$ cat src/rtl/bullet_pkg.sv
// Grid constants, direction encoding and slot record shared by the bullet pool logic.
// Latency/backpressure: none (types and pure functions only).
package bullet_pkg;
  localparam int GRID_W = 16;
  localparam int GRID_H = 20;
  localparam int POS_W  = 5;
  localparam int OWN_W  = 4;

  typedef enum logic [1:0] {
    DIR_UP    = 2'b00,
    DIR_DOWN  = 2'b01,
    DIR_LEFT  = 2'b10,
    DIR_RIGHT = 2'b11
  } dir_e;

  typedef struct packed {
    logic             active;
    logic [POS_W-1:0] x;
    logic [POS_W-1:0] y;
    dir_e             dir;
    logic [OWN_W-1:0] owner;
  } slot_t;

  // True when one step in direction d from (x,y) would fall off the playfield.
  function automatic logic step_leaves_grid(input logic [POS_W-1:0] x,
                                            input logic [POS_W-1:0] y,
                                            input dir_e d);
    logic leaves;
    leaves = 1'b0;
    case (d)
      DIR_UP:    leaves = (y == '0);
      DIR_DOWN:  leaves = (y == POS_W'(GRID_H - 1));
      DIR_LEFT:  leaves = (x == '0);
      DIR_RIGHT: leaves = (x == POS_W'(GRID_W - 1));
      default:   leaves = 1'b0;
    endcase
    return leaves;
  endfunction
endpackage

$ cat src/rtl/rr_arbiter.sv
// N-way round-robin arbiter: combinational one-hot grant, pointer moves past each winner.
// Latency: grant same cycle as req; backpressure: none, losers simply keep requesting.
module rr_arbiter
  import bullet_pkg::*;
#(
  parameter int N = 4
) (
  input  logic                 clk,
  input  logic                 rst_n,
  input  logic [N-1:0]         req,
  output logic [N-1:0]         gnt,
  output logic [$clog2(N)-1:0] gnt_idx,
  output logic                 gnt_vld
);
  localparam int IW = $clog2(N);

  logic [IW-1:0] ptr;

  always_comb begin
    gnt     = '0;
    gnt_idx = '0;
    gnt_vld = 1'b0;
    for (int i = 0; i < N; i++) begin
      if (!gnt_vld && req[(int'(ptr) + i) % N]) begin
        gnt_vld                  = 1'b1;
        gnt[(int'(ptr) + i) % N] = 1'b1;
        gnt_idx                  = IW'((int'(ptr) + i) % N);
      end
    end
  end

  always_ff @(posedge clk or negedge rst_n) begin
    if (!rst_n) begin
      ptr <= '0;
    end else if (gnt_vld) begin
      ptr <= (gnt_idx == IW'(N - 1)) ? '0 : gnt_idx + IW'(1);
    end
  end
endmodule

$ cat src/rtl/bullet_slot_ctrl.sv
// Bullet slot pool: round-robin fire arbitration, slot load, per-tick move/retire, kill. Option BULLET_ONE_PER_OWNER_EN.
// Latency: 1 cycle req->gnt/nack and tick/kill->slot outputs; a full pool holds requests pending (no gnt, no nack).
module bullet_slot_ctrl
  import bullet_pkg::*;
#(
  parameter int N_REQ  = 4,
  parameter int N_SLOT = 4
) (
  input  logic                           clk,
  input  logic                           rst_n,
  input  logic                           move_tick,
  input  logic [N_REQ-1:0]               fire_req,
  input  logic [2*N_REQ-1:0]             fire_dir,
  input  logic [POS_W*N_REQ-1:0]         fire_x,
  input  logic [POS_W*N_REQ-1:0]         fire_y,
  input  logic [N_SLOT-1:0]              kill,
  output logic [N_REQ-1:0]               fire_gnt,
  output logic [N_REQ-1:0]               fire_nack,
  output logic [N_SLOT-1:0]              slot_active,
  output logic [POS_W*N_SLOT-1:0]        slot_x,
  output logic [POS_W*N_SLOT-1:0]        slot_y,
  output logic [2*N_SLOT-1:0]            slot_dir,
  output logic [$clog2(N_REQ)*N_SLOT-1:0] slot_owner
);
  localparam int OW = $clog2(N_REQ);
  localparam int SW = (N_SLOT > 1) ? $clog2(N_SLOT) : 1;

  slot_t            slots_q [N_SLOT];
  slot_t            slots_d [N_SLOT];
  logic [N_REQ-1:0] owner_busy;
  logic [N_REQ-1:0] elig;
  logic [N_REQ-1:0] arb_gnt;
  logic [N_REQ-1:0] gnt_d;
  logic [N_REQ-1:0] nack_d;
  logic [OW-1:0]    arb_idx;
  logic             arb_vld;
  logic [POS_W-1:0] sel_x;
  logic [POS_W-1:0] sel_y;
  dir_e             sel_dir;
  logic             sel_bad;
  logic [SW-1:0]    free_idx;
  logic             free_vld;
  logic             unused_owner;

  // Lowest-index free slot; freeing on this edge is not visible until the next one.
  always_comb begin
    free_idx = '0;
    free_vld = 1'b0;
    for (int s = N_SLOT - 1; s >= 0; s--) begin
      if (!slots_q[s].active) begin
        free_idx = SW'(s);
        free_vld = 1'b1;
      end
    end
  end

  always_comb begin
    owner_busy = '0;
`ifdef BULLET_ONE_PER_OWNER_EN
    for (int s = 0; s < N_SLOT; s++) begin
      if (slots_q[s].active) owner_busy[slots_q[s].owner[OW-1:0]] = 1'b1;
    end
`endif
  end

  // A requester still seeing its own gnt/nack pulse cannot win again this edge.
  assign elig = fire_req & ~(fire_gnt | fire_nack) & ~owner_busy & {N_REQ{free_vld}};

  rr_arbiter #(
    .N (N_REQ)
  ) u_arb (
    .clk     (clk),
    .rst_n   (rst_n),
    .req     (elig),
    .gnt     (arb_gnt),
    .gnt_idx (arb_idx),
    .gnt_vld (arb_vld)
  );

  assign sel_x   = fire_x[int'(arb_idx)*POS_W +: POS_W];
  assign sel_y   = fire_y[int'(arb_idx)*POS_W +: POS_W];
  assign sel_dir = dir_e'(fire_dir[int'(arb_idx)*2 +: 2]);
  assign sel_bad = (sel_x > POS_W'(GRID_W - 1)) || (sel_y > POS_W'(GRID_H - 1));

  assign gnt_d  = (arb_vld && !sel_bad) ? arb_gnt : '0;
  assign nack_d = (arb_vld &&  sel_bad) ? arb_gnt : '0;

  always_comb begin
    for (int s = 0; s < N_SLOT; s++) begin
      slots_d[s] = slots_q[s];
      if (slots_q[s].active) begin
        if (kill[s]) begin
          slots_d[s].active = 1'b0;
        end else if (move_tick) begin
          if (step_leaves_grid(slots_q[s].x, slots_q[s].y, slots_q[s].dir)) begin
            slots_d[s].active = 1'b0;
          end else begin
            case (slots_q[s].dir)
              DIR_UP:    slots_d[s].y = slots_q[s].y - POS_W'(1);
              DIR_DOWN:  slots_d[s].y = slots_q[s].y + POS_W'(1);
              DIR_LEFT:  slots_d[s].x = slots_q[s].x - POS_W'(1);
              DIR_RIGHT: slots_d[s].x = slots_q[s].x + POS_W'(1);
              default:   slots_d[s].x = slots_q[s].x;
            endcase
          end
        end
      end else if (arb_vld && !sel_bad && (free_idx == SW'(s))) begin
        slots_d[s].active = 1'b1;
        slots_d[s].x      = sel_x;
        slots_d[s].y      = sel_y;
        slots_d[s].dir    = sel_dir;
        slots_d[s].owner  = OWN_W'(arb_idx);
      end
    end
  end

  always_ff @(posedge clk or negedge rst_n) begin
    if (!rst_n) begin
      fire_gnt  <= '0;
      fire_nack <= '0;
      for (int s = 0; s < N_SLOT; s++) slots_q[s] <= '0;
    end else begin
      fire_gnt  <= gnt_d;
      fire_nack <= nack_d;
      for (int s = 0; s < N_SLOT; s++) slots_q[s] <= slots_d[s];
    end
  end

  always_comb begin
    slot_active  = '0;
    slot_x       = '0;
    slot_y       = '0;
    slot_dir     = '0;
    slot_owner   = '0;
    unused_owner = 1'b0;
    for (int s = 0; s < N_SLOT; s++) begin
      slot_active[s]              = slots_q[s].active;
      slot_x[s*POS_W +: POS_W]    = slots_q[s].x;
      slot_y[s*POS_W +: POS_W]    = slots_q[s].y;
      slot_dir[s*2 +: 2]          = slots_q[s].dir;
      slot_owner[s*OW +: OW]      = slots_q[s].owner[OW-1:0];
      unused_owner                = unused_owner ^ (^slots_q[s].owner);
    end
  end
endmodule
$ cat config.mk
export PLATFORM = sky130hd
export DESIGN_NAME = bullet_slot_ctrl
export DESIGN_NICKNAME = d
export VERILOG_FILES = /design/src/rtl/bullet_pkg.sv /design/src/rtl/rr_arbiter.sv /design/src/rtl/bullet_slot_ctrl.sv
export SDC_FILE = /design/constraint.sdc
export NUM_CORES = 1
export LEC_CHECK = 0
export BUFFER_PORTS_ARGS = -buffer_cell sky130_fd_sc_hd__buf_4
export CAP_MARGIN = 20
export CELL_PAD_IN_SITES_DETAIL_PLACEMENT = 0
export CELL_PAD_IN_SITES_GLOBAL_PLACEMENT = 1
export CORE_ASPECT_RATIO = 0.9
export CORE_MARGIN = 2
export CORE_UTILIZATION = 40
export CTS_CLUSTER_DIAMETER = 200
export CTS_CLUSTER_SIZE = 28
export DETAILED_ROUTE_END_ITERATION = 7
export GPL_TIMING_DRIVEN = 0
export MAX_ROUTING_LAYER = met4
export PLACE_DENSITY = 0.77
export SLEW_MARGIN = 40
export SYNTH_ARGS = -nofsm -noshare
export SYNTH_HDL_FRONTEND = slang
export SYNTH_SLANG_ARGS = --single-unit
$ cat constraint.sdc
create_clock -name clk -period 3.93 [get_ports clk]
set_input_delay 0.786 -clock clk [delete_from_list [all_inputs] [get_ports clk]]
set_output_delay 0.786 -clock clk [all_outputs]
set_load 0.05 [all_outputs]
======== Word level (Yosys, flattened, before mapping) ========
Index checks and enable logic that the tools add are counted.
word-level totals
  bits in latches ......................... 0
  bits in writable memories ............... 0
  word-level logic and storage cells ...... 259
  memories ................................ 0
  bits of input ports ..................... 59
  bits in registers ....................... 70
  bits in read-only memories .............. 0
cells by class
  reductions and logical operators ........ 50
  $mul .................................... 1
  add/sub/neg operators ................... 20
  magnitude comparators ................... 10
  bitwise operators ....................... 14
  shifts and indexed selects .............. 3
  equality and inequality tests ........... 44
  div/mod/pow operators ................... 0
  mux-type cells .......................... 94
operators by type and width
  cell                                                        count
  two-way mux 11 bit                                          8
  two-way mux 10 bit                                          8
  one-hot mux 5 bit (2 select lines)                          8
  two-way mux 17 bit                                          4
  adder 5 x 1 -> 5 bit, second input constant                 8
  zero test 5 bit                                             8
  AND reduction 5 bit                                         8
  subtractor 5 x 1 -> 5 bit, second input constant            8
  two-way mux 1 bit                                           39
  indexed part select 20 x 32 -> 5 bit                        1
  two-way mux 4 bit                                           6
  != test 2 bit, second input constant                        12
  != test 3 x 1 -> 1 bit, second input constant               8
  equality test 2 bit, second input constant                  11
  equality test 5 x 4 -> 1 bit, second input constant         4
  equality test 5 bit, second input constant                  4
  indexed part select 20 x 6 -> 5 bit                         1
  two-way mux 2 bit                                           9
  bitwise OR 4 bit                                            4
  one-hot mux 1 bit (4 select lines)                          4
  logical AND 1 bit                                           13
  less-than comparator 3 x 4 -> 1 bit, second input constant  3
  equality test 2 x 1 -> 1 bit, second input constant         5
  zero test 2 bit                                             5
  20 further kinds                                            47

======== Depth between registers and ports, before layout ========
Gate-level depths: netlist of the first run.
  word-level depth ........................ 26
  depth in mapped cells ................... 14
  gate-level depth less buffers ........... 11

======== Hierarchy ========
A second synthesis of the first run with hierarchy kept.
unflattened totals
  cells, all modules ...................... 565
  area, all modules ....................... 5285.1 um^2
modules (own cells, without submodules)
  module            cells an instance  times used  area an instance (um^2)
  bullet_slot_ctrl  504                1           4752.1
  rr_arbiter        61                 1           533.0

======== Least setup slack after synthesis of the first run ========
Ideal clock, no wire load.
  path kind ............................... input to register
  start point ............................. in fire_req[1]
  end point ............................... reg, netlist name slot_x[7]
  arrival time ............................ 3531 ps
  path buffers ............................ 0
  required time ........................... 3805 ps
  stages on the path ...................... 9
  setup slack ............................. 275 ps
  library setup time ...................... 125 ps
  cells stage by stage .................... nor3b_1 o41ai_1 inv_1 o211a_1 a21oi_4 mux2i_1 o21ai_2 a22oi_1 mux2_2
on the way
  cells in the longest elaborated chain, start to end .. 23
  elaborated cells between the ends (all ways) .. 40
  those cells by class .................... mul: 1; order compare: 2; shift: 2; mux: 21; bitwise: 2; reduce/logical: 12
ends and longest elaborated chain
  item                                                                                         line                                            RTL
  start, declared                                                                              bullet_slot_ctrl.sv:12                          input logic [N_REQ-1:0] fire_req,
  AND 4 bit (*) (2 in a row)                                                                   bullet_slot_ctrl.sv:67                          assign elig = fire_req & ~(fire_gnt | fire_nack) & ~owner_busy & {N_REQ{free_vld}};
  binary-select mux 1 bit (select 2 bit)                                                       rr_arbiter.sv:24                                if (!gnt_vld && req[(int'(ptr) + i) % N]) begin
  two-way mux 1 bit (implied by the code)                                                      rr_arbiter.sv:24
  two-way mux 1 bit                                                                            rr_arbiter.sv:24
  zero test 1 bit                                                                              rr_arbiter.sv:24
  logical AND 1 bit                                                                            rr_arbiter.sv:24
  two-way mux 1 bit                                                                            rr_arbiter.sv:24
  zero test 1 bit                                                                              rr_arbiter.sv:24
  [... 5 more ...]                                                                             --
  multiplier 2 x 3 -> 5 bit                                                                    bullet_slot_ctrl.sv:80, bullet_slot_ctrl.sv:81
  indexed part select 20 x 32 -> 5 bit or indexed part select 20 x 6 -> 5 bit (tied branches)  bullet_slot_ctrl.sv:80, bullet_slot_ctrl.sv:81
  greater-than comparator 5 x 4 -> 1 bit or greater-than comparator 5 bit (tied branches)      bullet_slot_ctrl.sv:83                          assign sel_bad = (sel_x > POS_W'(GRID_W - 1)) || (sel_y > POS_W'(GRID_H - 1));
  logical OR 1 bit                                                                             bullet_slot_ctrl.sv:83
  zero test 1 bit                                                                              bullet_slot_ctrl.sv:107                         end else if (arb_vld && !sel_bad && (free_idx == SW'(s))) begin
  logical AND 1 bit (2 in a row)                                                               bullet_slot_ctrl.sv:107
  nonzero test 2 bit (no source line)                                                          --
  AND reduction 5 bit (no source line)                                                         --
Mark *: on every way between the ends. The rest lies on a longest branch, timed or not. The select of a mux whose other input is x is not followed.
A chain may end at the register's enable or synchronous reset.

======== Final worst setup path of the first run ========
  start point ............................. in fire_req[3]
  end point ............................... reg, netlist name slot_y[8]
on the way
  cells in the longest elaborated chain, start to end .. 23
  elaborated cells between the ends (all ways) .. 40
  those cells by class .................... mul: 1; order compare: 2; shift: 2; mux: 21; bitwise: 2; reduce/logical: 12
ends and longest elaborated chain
  item                                                                                         line
  AND 4 bit (*) (2 in a row)                                                                   bullet_slot_ctrl.sv:67
  binary-select mux 1 bit (select 2 bit)                                                       rr_arbiter.sv:24
  two-way mux 1 bit (implied by the code)                                                      rr_arbiter.sv:24
  two-way mux 1 bit                                                                            rr_arbiter.sv:24
  zero test 1 bit                                                                              rr_arbiter.sv:24
  logical AND 1 bit                                                                            rr_arbiter.sv:24
  two-way mux 1 bit                                                                            rr_arbiter.sv:24
  zero test 1 bit                                                                              rr_arbiter.sv:24
  [... 5 more ...]                                                                             --
  multiplier 2 x 3 -> 5 bit                                                                    bullet_slot_ctrl.sv:80, bullet_slot_ctrl.sv:81
  indexed part select 20 x 32 -> 5 bit or indexed part select 20 x 6 -> 5 bit (tied branches)  bullet_slot_ctrl.sv:80, bullet_slot_ctrl.sv:81
  greater-than comparator 5 x 4 -> 1 bit or greater-than comparator 5 bit (tied branches)      bullet_slot_ctrl.sv:83
  logical OR 1 bit                                                                             bullet_slot_ctrl.sv:83
  zero test 1 bit                                                                              bullet_slot_ctrl.sv:107
  logical AND 1 bit (2 in a row)                                                               bullet_slot_ctrl.sv:107
  nonzero test 2 bit (no source line)                                                          --
  AND reduction 5 bit (no source line)                                                         --
Marks and branches as above.

==> flow_summary_export.csv, run 1 <==
group,metric,value,unit
routing,drtIter0Drc,283,
cts,htree_levels,3,
logic_synthesis,synth_top_area_cell,"dfrtp_1",
global_route,met2_usage,39.6,%
global_route,grt_pass1_wl,28200,µm
routing,wl_per_cell,19.5,µm
placement,dp.cells,913,
global_route,antenna_found_initial,0,
global_route,grt_max_degree,71,
placement,place_hpwl,13600,µm
cts,worstSkewPairLatency,0.35,ns
cts,cts.sinks,70,
placement,place.port_buffers,126,
timing,skew,0.00890,ns
logic_synthesis,synthCells,594,
placement,place_ws,-0.661,ns
routing,vias,5345,
worst_setup_path,arrival,4.11,ns
final_layout,fin_util,53.4,%
worst_setup_path,r2r-end,"slot_y[8]",
routing,drc,0,
power,p_leak,3.56,nW
global_route,grtUsageMet3,4.35,%
worst_setup_path,path_max_fanout,10,
timing,layout_min_cycle_time,3.88,ns
global_route,grt_pass1_vias,5256,
final_layout,drive_gt1_share,31.0,%
floorplan,start_util,40.5,%
timing,post-route-period-util,98.8,%
timing,tns,0,ns
worst_setup_path,r2r-start,"fire_nack[3]",
final_layout,diodes,0,
routing,wl,18400,µm
cts,cts_tree,"yes",
timing,worst_slack,0.0457,ns
worst_hold_path,hold_class,"in2async",
logic_synthesis,synthFlopType,"dfrtp_1",
logic_synthesis,yosysWarnings,0,
global_route,track_usage,25.2,%
floorplan,die-area,15000,µm²
outcome,outcome,"complete, no violations",
timing,setup_violations,0,
logic_synthesis,avgSynthCellArea,9.48,µm²
floorplan,core-area,13900,µm²
flow_run,max_cap_violations,0,
worst_setup_path,worst-r2r-cell-count,9,
power,peakVddDrop,0.543,mV
timing,final-hold-violation-count,0,
logic_synthesis,synth-edff-count,0,
logic_synthesis,synth_fp_nets,694,
worst_setup_path,r2r_slack,0.13,ns
logic_synthesis,async_flop_share,100,%
global_route,grt-ovfl-total,0,
worst_setup_path,crit_path_end_kind,"register",
worst_setup_path,required,4.16,ns
logic_synthesis,synth_common_cells,"dfrtp_1 (70), inv_1 (46), mux2i_1 (41)",
floorplan,io_pins,127,
placement,place_congestion,0.853,
final_layout,area_growth,31.8,%
logic_synthesis,ys_seq_area_share,31.1,%
logic_synthesis,synth_top_area_share,31.1,%
final_layout,nFillCells,1314,
floorplan,rows,41,
routing,detail-route-antenna-nets,0,
cts,hold_buffers,0,
cts,clk_pin_slew,0.06,ns
final_layout,final_cells,945,
logic_synthesis,yosysMostFrequentCell,"dfrtp_1",
timing,slew_violations,0,
logic_synthesis,synth_area_leaders,"dfrtp_1 (31%), ha_1 (7.3%), mux2i_1 (7.3%)",
cts,cts-root-buf,"clkbuf_16",
routing,drt-vias-per-instance,5.66,
timing,max-slew-margin-rel,38.7,%
power,powerDensity,1000,nW/µm²
logic_synthesis,mappedNetlistArea,5630,µm²
floorplan,die_x,129,µm
timing,worst_pin_slew,0.908,ns
worst_setup_path,criticalPathCategory,"in2reg",
worst_setup_path,start_kind,"input pin",
logic_synthesis,synth-seq-cells,70,
cts,clockBufferDepth,2,
final_layout,nNetsFinal,847,
routing,first_pass_iters,5,
cts,cts_buffers,9,
timing,max_clock_freq,257,MHz
power,total_power,7.42,mW
timing,rsz0062_at_grt,"yes",
global_route,gr-usage-met1,33.1,%
floorplan,die_h,117,µm
global_route,grt-busiest-layer,"met2",
logic_synthesis,synthDistinctLibCells,66,
cell families (layout without fill, tap and decap cells):
group	count (synthesis)	in the layout	share of synthesized area, %
DFF	70	70	31.1
adders and majority gates	41	41	10.2
and+or+nand+nor	169	169	16.3
buffers and inverters	67	225	4.80
xor gates and xnor gates	25	25	3.89
AOI/OAI and AO/OA	151	151	20.3
muxes	71	71	13.5
final cells by class:
type | count | area, µm² | share of cell area [%]
Multi-Input combinational cell | 457 | 3740 | 50.3
Sequential cell | 70 | 1750 | 23.6
Timing Repair Buffer | 142 | 1080 | 14.6
Clock buffer | 11 | 253 | 3.40
Tap cell | 193 | 241 | 3.25
Inverter | 46 | 180 | 2.43
Buffer | 21 | 118 | 1.58
Clock inverter | 5 | 57.6 | 0.775
metrics by stage:
step	instance area, µm²	hold slack [ns]
finish	7420	0.458
global placement	6820	0.496
detailed placement	6840	0.495
CTS	7240	0.486
global route	7420	0.510
floorplan	5630	0.490
report_power, final:
group          internal (mW)  total (mW)  switching, mW
clock network          0.525       0.863          0.338
registers              0.963        1.30          0.338
logic                   1.97        5.26           3.29
worst max-delay path by stage:
stage,start,slack (ns),cells after the start,to
global placement,fire_req[1],-1.02,10,slot_x[7]
finish,fire_req[3],0.05,10,slot_y[8]
CTS,u_arb.ptr[0],0.005,14,slot_y[17]
global route,fire_req[3],-0.08,10,slot_y[8]
detailed placement,fire_req[1],-0.66,12,slot_y[17]
floorplan,fire_req[1],0.27,9,slot_x[7]
flip-flops by register name, summed over array words and instances (netlist names):
name,count
fire_gnt,4
slot_dir,8
u_arb.ptr,2
slot_active,4
fire_nack,4
slot_owner,8
slot_x,20
slot_y,20
per-layer routing:
| layer | vias up | share of wire, % | wire (µm) |
|---|---|---|---|
| li1 | 2543 | - | - |
| met1 | 2592 | 46 | 8400 |
| met2 | 178 | 47 | 8670 |
| met3 | 32 | 5.0 | 922 |
| met4 | 0 | 2.2 | 407 |
| met5 | - | 0 | 0 |
worst max-delay path: stages:
cell,delay [ns]
buf_4,0.09
nor3b_1,0.64
o311ai_0,0.42
o211a_1,0.35
a21oi_4,0.15
buf_12,0.15
mux2i_4,0.43
nor2_1,0.20
a21oi_1,0.50
mux2_2,0.40
placed cells by master (no fill, tap or decap), types with 7 or more instances in the layout:
master       n
or3_1        7
nand2_1     39
inv_1       44
or4_1       10
o21ai_0     21
mux2i_1     37
nor2_1      29
xnor2_1     10
buf_2        8
buf_4      143
o32a_1      10
a21o_1      18
nand3_1     11
clkbuf_16    9
fa_1         8
xor2_1      15
nand4_1      8
nand2b_1     8
o32ai_1     13
ha_1        32
nor3_1      13
mux2_2      25
dfrtp_1     68
a21oi_1     24
timing repair:
action                     in CTS  in global routing
pin swaps                       1                  3
setup endpoints to repair      66                 52
gates resized for setup        14                 25
setup buffers                   4                 12
Note: power is estimated with default switching activity, not from simulation.
==> inputs of run 2 (changes only) <==
CORE_UTILIZATION = 42   (was 40)
PLACE_DENSITY = 0.81   (was 0.77)
TNS_END_PERCENT = 1   (was not set)
==> run 2 against run 1 <==
Worst setup slack worse by 0.020 ns. Critical path depth up 4. Critical endpoint is now slot_y[18]. Non-clock buffer count decreased by 14. Largest power group unchanged. Die area is 4.6% lower. Via count increased by 3.0%.
==> flow_summary_export.csv, run 2 (synthesis results as in run 1) <==
group,metric,value,unit
timing,rsz0062_at_grt,"yes",
routing,drtIter0Drc,387,
timing,post-route-period-util,99.3,%
placement,dpl_cell_area,6810,µm²
power,p_seq_share,18.0,%
worst_setup_path,path_max_fanout,10,
final_layout,design_area,7240,µm²
routing,first_pass_iters,4,
global_route,grtUsageMet3,4.46,%
placement,dp.cells,888,
final_layout,nFillCells,1193,
cts,cts_tree,"yes",
power,combPwrFrac,71.0,%
worst_setup_path,arrival,4.13,ns
timing,worst_pin_slew,0.763,ns
outcome,outcome,"complete, no violations",
timing,layout_min_cycle_time,3.90,ns
timing,max-slew-margin-rel,49.0,%
worst_setup_path,start_kind,"register",
global_route,track_usage,26.5,%
power,switching_share,54.7,%
global_route,met2_usage,42.8,%
routing,wl_per_cell,20.6,µm
final_layout,fin_util,54.8,%
placement,place_hpwl,13900,µm
timing,final-hold-violation-count,0,
floorplan,core-area,13200,µm²
cts,clockBufferDepth,2,
timing,slew_violations,0,
placement,place_congestion,0.924,
power,p_int,3.28,mW
cts,hold_buffers,0,
worst_setup_path,criticalPathCategory,"reg2reg",
power,net-switching-power,3.95,mW
cts,worstSkewPairLatency,0.34,ns
power,p_leak,3.49,nW
global_route,grt_pass1_vias,5444,
worst_setup_path,r2r_slack,0.03,ns
final_layout,mostFrequentLayoutCell,"buf_4",
timing,setup_violations,0,
power,peakVddDrop,0.505,mV
final_layout,final_cells,906,
cts,htree_levels,3,
cts,cts.sinks,70,
timing,max_clock_freq,256,MHz
final_layout,area_growth,28.5,%
worst_hold_path,hold_class,"in2async",
cts,cts_buffers,9,
routing,vias,5505,
global_route,grt_pass1_wl,29300,µm
routing,drc,0,
routing,drt-vias-per-instance,6.08,
worst_setup_path,required,4.15,ns
timing,skew,0.00943,ns
cts,clk_pin_slew,0.06,ns
placement,place.port_buffers,126,
global_route,grt-ovfl-total,0,
routing,detail-route-antenna-nets,0,
cts,cts-root-buf,"clkbuf_16",
final_layout,drive_gt1_share,29.1,%
power,pwr-share-clk,11.0,%
global_route,grt_max_degree,71,
global_route,antenna_found_initial,0,
power,total_power,7.23,mW
floorplan,rows,40,
floorplan,die_h,114,µm
floorplan,die_x,126,µm
final_layout,final_cell_mix,"buf_4 (128), dfrtp_1 (68), inv_1 (46)",
floorplan,io_pins,127,
routing,wl,18700,µm
global_route,grt-busiest-layer,"met2",
global_route,gr-usage-met1,34.2,%
floorplan,start_util,42.6,%
final_layout,diodes,0,
floorplan,die-area,14400,µm²
power,powerDensity,999,nW/µm²
flow_run,max_cap_violations,0,
final_layout,nNetsFinal,833,
worst_setup_path,crit_path_end_kind,"register",
==> run 2: layout make-up <==
| class | instances | area, µm² | area share (%) |
|---|---|---|---|
| inverters | 46 | 173 | 2.39 |
| multi-input cells | 457 | 3720 | 51.5 |
| clock buffers | 13 | 270 | 3.73 |
| repair buffers | 128 | 977 | 13.5 |
| plain buffers | 21 | 111 | 1.54 |
| well taps | 168 | 210 | 2.90 |
| clock inverters | 3 | 17.5 | 0.242 |
| flip-flops and latches | 70 | 1750 | 24.2 |
==> run 2: worst max-delay path, stage by stage, from the launching register on <==
cell and delay, ns:
dfrtp_2 0.48, inv_1 0.25, ha_2 0.38, inv_1 0.07, o211ai_1 0.16, a221oi_4 0.42
nor2_2 0.10, a21oi_4 0.19, buf_12 0.15, mux2i_4 0.38, o21a_1 0.18, buf_2 0.27
clkbuf_4 0.31, o32ai_1 0.13, mux2_1 0.31
==> run 2: path summary, 6_finish.rpt <==
kind                               startpoint             to  cells after the start
max in group asynchronous               rst_n   u_arb.ptr[0]                      1
worst max register to register   u_arb.ptr[0]     slot_y[18]                     14
worst max-delay path             u_arb.ptr[0]     slot_y[18]                     14
worst min register to register  slot_owner[5]  slot_owner[5]                      1
worst min-delay path                    rst_n    slot_dir[3]                      1
min in group clk                slot_owner[5]  slot_owner[5]                      1
==> run 2: repair_timing <==
action	CTS	global route
hold endpoints to repair	0	0
pin swaps	1	0
endpoints found under the setup margin	66	54
resized for setup	21	11
setup buffers	2	0
==> run 2: power groups by stage <==
stage	registers [mW]	clock network (mW)	logic (mW)
floorplan	1.94	0	2.67
global placement	1.29	0	4.72
detailed placement	1.29	0	4.82
CTS	1.29	0.803	5.05
global route	1.34	0.824	5.52
finish	1.30	0.793	5.13
==> run 2: layer usage <==
layer  routed length (µm)  part of all wire, %
met3                 1160                  6.2
met1                 8120                   43
met4                  436                  2.3
met5                    0                    0
met2                 8990                   48
==> run 2: stage by stage <==
step                      setup TNS, ns  setup slack, ns  hold WS [ns]
after floorplan                       0            0.275         0.490
final                                 0           0.0261         0.449
after global placement           -55.39            -1.04         0.496
after CTS                             0           0.0144         0.496
after global routing              -2.55           -0.178         0.501
after detailed placement         -35.28           -0.744         0.500
